`src/rtl/pll_lock_seq.sv`:
```
// PLL reset/lock sequencer: holds the PLL in reset, qualifies LOCK, then releases the system reset.
// Optional PLL_AUTO_RELOCK_EN: lock loss in RUN re-runs the PLL instead of faulting.
module pll_lock_seq #(
   parameter int RST_CYCLES    = 16,
   parameter int LOCK_TIMEOUT  = 65535,
   parameter int STABLE_CYCLES = 1024,
   parameter int MAX_RETRY     = 3
) (
   input  logic       clk,
   input  logic       rst_n,
   input  logic       pll_lock,
   output logic       pll_reset,
   output logic       sys_rst_n,
   output logic       ready,
   output logic       fault,
   output logic [2:0] state,
   output logic [7:0] loss_count
);

   localparam int CNT_MAX_A = (RST_CYCLES > LOCK_TIMEOUT) ? RST_CYCLES : LOCK_TIMEOUT;
   localparam int CNT_MAX   = (CNT_MAX_A > STABLE_CYCLES) ? CNT_MAX_A : STABLE_CYCLES;
   localparam int CNT_W     = (CNT_MAX > 1) ? $clog2(CNT_MAX) : 1;
   localparam int RETRY_W   = $clog2(MAX_RETRY + 1);

   localparam logic [CNT_W-1:0]   RST_LAST    = CNT_W'(RST_CYCLES - 1);
   localparam logic [CNT_W-1:0]   TO_LAST     = CNT_W'(LOCK_TIMEOUT - 1);
   localparam logic [CNT_W-1:0]   STABLE_LAST = CNT_W'(STABLE_CYCLES - 1);
   localparam logic [RETRY_W-1:0] RETRY_LAST  = RETRY_W'(MAX_RETRY - 1);

   typedef enum logic [2:0] {
      S_RESET_PLL = 3'd0,
      S_WAIT_LOCK = 3'd1,
      S_STABLE    = 3'd2,
      S_RUN       = 3'd3,
      S_FAULT     = 3'd4
   } state_e;

   state_e             state_q, state_d;
   logic [CNT_W-1:0]   cnt_q, cnt_d;
   logic [RETRY_W-1:0] retry_q, retry_d;
   logic [7:0]         loss_q, loss_d;
   logic               sync1_q, lock_s_q;
   logic               pll_reset_q, sys_rst_n_q, fault_q;

   // pll_lock comes from the PLL's own clock domain; only lock_s_q feeds decisions
   always_ff @(posedge clk or negedge rst_n) begin
      if (!rst_n) begin
         sync1_q  <= 1'b0;
         lock_s_q <= 1'b0;
      end else begin
         sync1_q  <= pll_lock;
         lock_s_q <= sync1_q;
      end
   end

   always_comb begin
      state_d = state_q;
      retry_d = retry_q;
      loss_d  = loss_q;
      case (state_q)
         S_RESET_PLL: begin
            if (cnt_q == RST_LAST) state_d = S_WAIT_LOCK;
         end
         S_WAIT_LOCK: begin
            if (lock_s_q) begin
               state_d = S_STABLE;
            end else if (cnt_q == TO_LAST) begin
               retry_d = retry_q + 1'b1;
               state_d = (retry_q == RETRY_LAST) ? S_FAULT : S_RESET_PLL;
            end
         end
         S_STABLE: begin
            if (!lock_s_q) begin
               state_d = S_WAIT_LOCK;
            end else if (cnt_q == STABLE_LAST) begin
               state_d = S_RUN;
               retry_d = '0;
            end
         end
         S_RUN: begin
            if (!lock_s_q) begin
               if (loss_q != 8'hFF) loss_d = loss_q + 8'd1;
`ifdef PLL_AUTO_RELOCK_EN
               state_d = S_RESET_PLL;
               retry_d = '0;
`else
               state_d = S_FAULT;
`endif
            end
         end
         S_FAULT: begin
            state_d = S_FAULT;
         end
         default: begin
            state_d = S_RESET_PLL;
         end
      endcase
      cnt_d = (state_d != state_q) ? '0 : cnt_q + 1'b1;
   end

   // Outputs decode from the next state so they change on the same edge as state_q
   always_ff @(posedge clk or negedge rst_n) begin
      if (!rst_n) begin
         state_q     <= S_RESET_PLL;
         cnt_q       <= '0;
         retry_q     <= '0;
         loss_q      <= 8'd0;
         pll_reset_q <= 1'b1;
         sys_rst_n_q <= 1'b0;
         fault_q     <= 1'b0;
      end else begin
         state_q     <= state_d;
         cnt_q       <= cnt_d;
         retry_q     <= retry_d;
         loss_q      <= loss_d;
         pll_reset_q <= (state_d == S_RESET_PLL) || (state_d == S_FAULT);
         sys_rst_n_q <= (state_d == S_RUN);
         fault_q     <= (state_d == S_FAULT);
      end
   end

   assign pll_reset  = pll_reset_q;
   assign sys_rst_n  = sys_rst_n_q;
   assign ready      = sys_rst_n_q;
   assign fault      = fault_q;
   assign state      = state_q;
   assign loss_count = loss_q;

endmodule

```
`config.mk`:
```
export PLATFORM = sky130hd
export DESIGN_NAME = pll_lock_seq
export DESIGN_NICKNAME = d
export VERILOG_FILES = /design/src/rtl/pll_lock_seq.sv
export SDC_FILE = /design/constraint.sdc
export NUM_CORES = 1
export LEC_CHECK = 0
export CAP_MARGIN = 20
export CORE_MARGIN = 2
export CORE_UTILIZATION = 30
export DETAILED_ROUTE_END_ITERATION = 10
export PLACE_DENSITY = 0.54
export SKIP_CTS_REPAIR_TIMING = 1
export SLEW_MARGIN = 20
export SYNTH_ARGS = -nofsm -noshare
export SYNTH_HDL_FRONTEND = slang
export SYNTH_SLANG_ARGS = --single-unit
```
`constraint.sdc`:
```
create_clock -name clk -period 1.5 [get_ports clk]
set_input_delay 0.225 -clock clk [delete_from_list [all_inputs] [get_ports clk]]
set_output_delay 0.225 -clock clk [all_outputs]
set_load 0.02 [all_outputs]
```
==> impl_summary.log <==
INFO  metric result_of_the_run = finished with violations
INFO  metric violations = negative setup slack
INFO  metric critical_path.endpoint_type = flop
INFO  metric yosys.cell_types.count = 34
INFO  metric synth_seq_area_share = 52.51%
INFO  metric tritoncts.num_buffers = 5
INFO  metric setup_ws = -0.1563 ns
INFO  metric final-seq-area = around 860 µm²
INFO  metric path_clk_slew = about 0.08 ns
INFO  metric finalClockSkew = 0.008700 ns
INFO  metric placement.setup.worst_slack = -0.2066 ns
INFO  metric timing.reg2reg.worst_path_depth = 5
INFO  metric clock.fmax = around 600 MHz
INFO  metric route.detailed.vias_per_inst = 4.599
INFO  metric timing.critical_path.from_type = flop
INFO  metric hold_violations = 0
INFO  metric max-slew-margin-rel = between 80% and 90%
INFO  metric drtIter0Drc = between 40 and 50
INFO  metric rows = 26
INFO  metric clk_path_buf_depth = 2
INFO  metric setup_viol = 23
INFO  metric worstReg2RegEnd = retry_q[0]$_DFFE_PN0P_
INFO  metric tritoncts = done
INFO  metric boundaryPins = 18
INFO  metric max_cap_violations = 0
INFO  metric grt_start_max_net_pins = 35
INFO  metric synthesis.area_per_instance = around 11 µm²
INFO  metric worstHoldPathType = in -> async
INFO  metric synth_area = 1623 µm²
INFO  metric grt-ovfl-total = 0
INFO  metric cp_max_fo = 3
INFO  metric die_height = just under 80 µm
INFO  metric num_vias = 1,343
INFO  metric ctsHtreeMaxLevel = 2
INFO  metric n_fill_cell = 467
INFO  metric grt_antenna_before_repair = 0
INFO  metric drt_drc_violations_left = 0
INFO  metric finalCritPeriodShare = 110.4%
INFO  metric met1_routing_resource_usage_after_global_routing = 16.04%
INFO  metric regToRegSetupSlack = -0.16 ns
INFO  metric placement.io_buffers = 17
INFO  metric antenna_cells = 0
INFO  metric place.detailed.hpwl = around 2700 µm
INFO  metric die_area = around 6000 µm²
INFO  metric gr-usage-all-layers = 13.76%
INFO  metric yosysWarningCount = 0
INFO  metric cp_data_required_time = around 1.7 ns
INFO  metric finalNetCount = between 200 and 250
INFO  metric grt_setup_unrepaired = yes
INFO  metric power_density = approximately 1300 nW/µm²
INFO  metric ant_nets = 0
INFO  metric peakVddDrop = approximately 740 µV
INFO  metric max_slew_violations = 0
INFO  metric floorplan.die.width = 77.55 µm
INFO  metric tightest_slew = 0.2828 ns
INFO  metric finalWeightedCongestion = a little over 0.8
INFO  metric power.total = between 3 and 4 mW
INFO  metric crit-reg2reg-launch = cnt_q[13]$_DFF_PN0_
INFO  metric final_layout_size_suffix_gt1_share = between 30% and 40%
INFO  metric globalRouteMet3Util = 4.186%
INFO  metric multi_input_area = around 840 µm²
INFO  metric core_region_area = 5172 µm²
INFO  metric cts.sinks = 34
INFO  metric worstSetupPathType = reg -> reg
INFO  metric first_global_vias = approximately 1,400
INFO  metric wl_per_cell = roughly 13 µm
INFO  metric layer_with_the_highest_usage = met2
INFO  metric drt_first_pass_iters = 4
INFO  metric post_synth_inst_count = around 150
INFO  metric syn2layout_area_growth = 54.43%
INFO  metric clock_insertion_delay_worst_skew = ~0.29 ns
INFO  metric grt_util_met2 = approximately 24%
INFO  metric cp_data_arrival_time = 1.84 ns
INFO  metric start_util = about a third
INFO  metric postSynthRegisterBits = 34
INFO  metric grt_pass1_wl = approximately 6600 µm
INFO  metric timing.final.crit_period = 1.656 ns
INFO  metric p_leak = 1.326 nW
INFO  metric mappedNetlistNets = 160
INFO  metric drt_wl_total = about 3800 µm
INFO  metric clk_root_buffer_cell = sky130_fd_sc_hd__clkbuf_8
[report_power, final]
group	switching [mW]	internal (mW)	leakage [nW]
Combinational	0.632	0.657	0.832
Sequential	0.143	1.07	0.443
Clock	0.354	0.494	0.0504
[metrics by stage]
stage          utilization (%)  area (µm²)  cells  setup TNS (ns)  hold WS, ns
6_report                 48.45        2506    292          -2.813       0.2926
5_1_grt                  48.45        2506    292          -5.402       0.3009
3_3_place_gp             43.20        2235    275          -2.900       0.3331
3_5_place_dp             43.20        2235    275          -2.840       0.3386
2_1_floorplan                -        1697    153          -1.192     -0.07059
4_1_cts                  45.40        2349    283          -5.479       0.2994
[cell usage after synthesis (all sizes together)]
cell type	n	area [µm²]
and2	2	12.51
a31oi	1	12.51
xor2	6	52.55
buf	3	20.01
nand3b	1	7.510
or2	1	6.260
o21ai	3	15.01
nand4	9	62.56
nor3b	1	12.51
mux2	2	22.52
and4	2	17.52
xnor2	15	131.4
o31ai	1	7.510
nand2	10	37.54
nor3	3	15.01
a22o	1	10.01
a211o	1	8.760
nand2b	1	6.260
and3	3	18.77
a21oi	3	26.28
dfrtp	33	825.8
nor2	28	105.1
dfstp	1	26.28
nand3	8	40.04
inv	5	18.77
nand4b	1	8.760
ha	4	50.05
nor4	3	33.78
or3	1	11.26
[critical path: stages (launching register included)]
cell and delay [ns]:
sky130_fd_sc_hd__dfrtp_1 0.39, sky130_fd_sc_hd__nand4_1 0.18, sky130_fd_sc_hd__nor4_4 0.33, sky130_fd_sc_hd__nor3b_4 0.29
sky130_fd_sc_hd__o21ai_2 0.10, sky130_fd_sc_hd__mux2_2 0.26
[routing by layer]
metal | wire length [µm] | up-vias
met1 | 1582 | 655
met2 | 2066 | 24
met3 | 129 | 6
li1 | - | 658
met5 | 0 | -
met4 | 39 | 0
[cells by family after synthesis]
group / Yosys count / share of synthesized area (%)
AO/OA/AOI/OAI: 10 / 4.935
XOR/XNOR: 21 / 11.33
adder cells (fa/ha/maj): 4 / 3.084
buffers and inverters: 8 / 2.390
flip-flops: 34 / 52.51
multiplexers: 2 / 1.388
AND/OR/NAND/NOR: 74 / 24.36
[layout by cell type (no fill, tap or decap), types with 3 or more instances in the layout]
cell                              instances
sky130_fd_sc_hd__inv_1                    5
sky130_fd_sc_hd__nand4_1                  8
sky130_fd_sc_hd__dfrtp_1                 24
sky130_fd_sc_hd__dfrtp_2                  9
sky130_fd_sc_hd__clkdlybuf4s50_1          3
sky130_fd_sc_hd__nand2_1                 10
sky130_fd_sc_hd__xor2_1                   6
sky130_fd_sc_hd__buf_4                   45
sky130_fd_sc_hd__nor2_1                  26
sky130_fd_sc_hd__clkbuf_8                 5
sky130_fd_sc_hd__nand3_1                  6
sky130_fd_sc_hd__xnor2_1                 15
sky130_fd_sc_hd__dlymetal6s2s_1          14
[cell type report]
cell class,count,share of cell area [%]
multi-input cells,111,33.50
flip-flops and latches,34,34.45
well taps,70,3.495
clock buffers,5,2.746
repair buffers,64,23.27
inverters,5,0.7489
clock inverters,3,1.797
[flip-flops by register name, indices dropped and copies added, names as in the netlist]
name,count
ready,1
retry_q,2
pll_reset,1
state,3
fault,1
sync1_q,1
loss_count,8
lock_s_q,1
cnt_q,16
[how the worst max path moves through the flow]
stage / from / end / slack (ns) / cells past startpoint
6_report: cnt_q[13]$_DFF_PN0_ / retry_q[0]$_DFFE_PN0P_ / -0.16 / 5
2_1_floorplan: cnt_q[0]$_DFF_PN0_ / retry_q[0]$_DFFE_PN0P_ / -0.11 / 6
5_1_grt: cnt_q[12]$_DFF_PN0_ / retry_q[0]$_DFFE_PN0P_ / -0.26 / 5
4_1_cts: cnt_q[0]$_DFF_PN0_ / cnt_q[4]$_DFF_PN0_ / -0.21 / 8
3_5_place_dp: cnt_q[5]$_DFF_PN0_ / retry_q[0]$_DFFE_PN0P_ / -0.21 / 5
3_3_place_gp: cnt_q[0]$_DFF_PN0_ / ready$_DFF_PN0_ / -0.17 / 7
No activity file was read; power rests on OpenSTA's default activity.
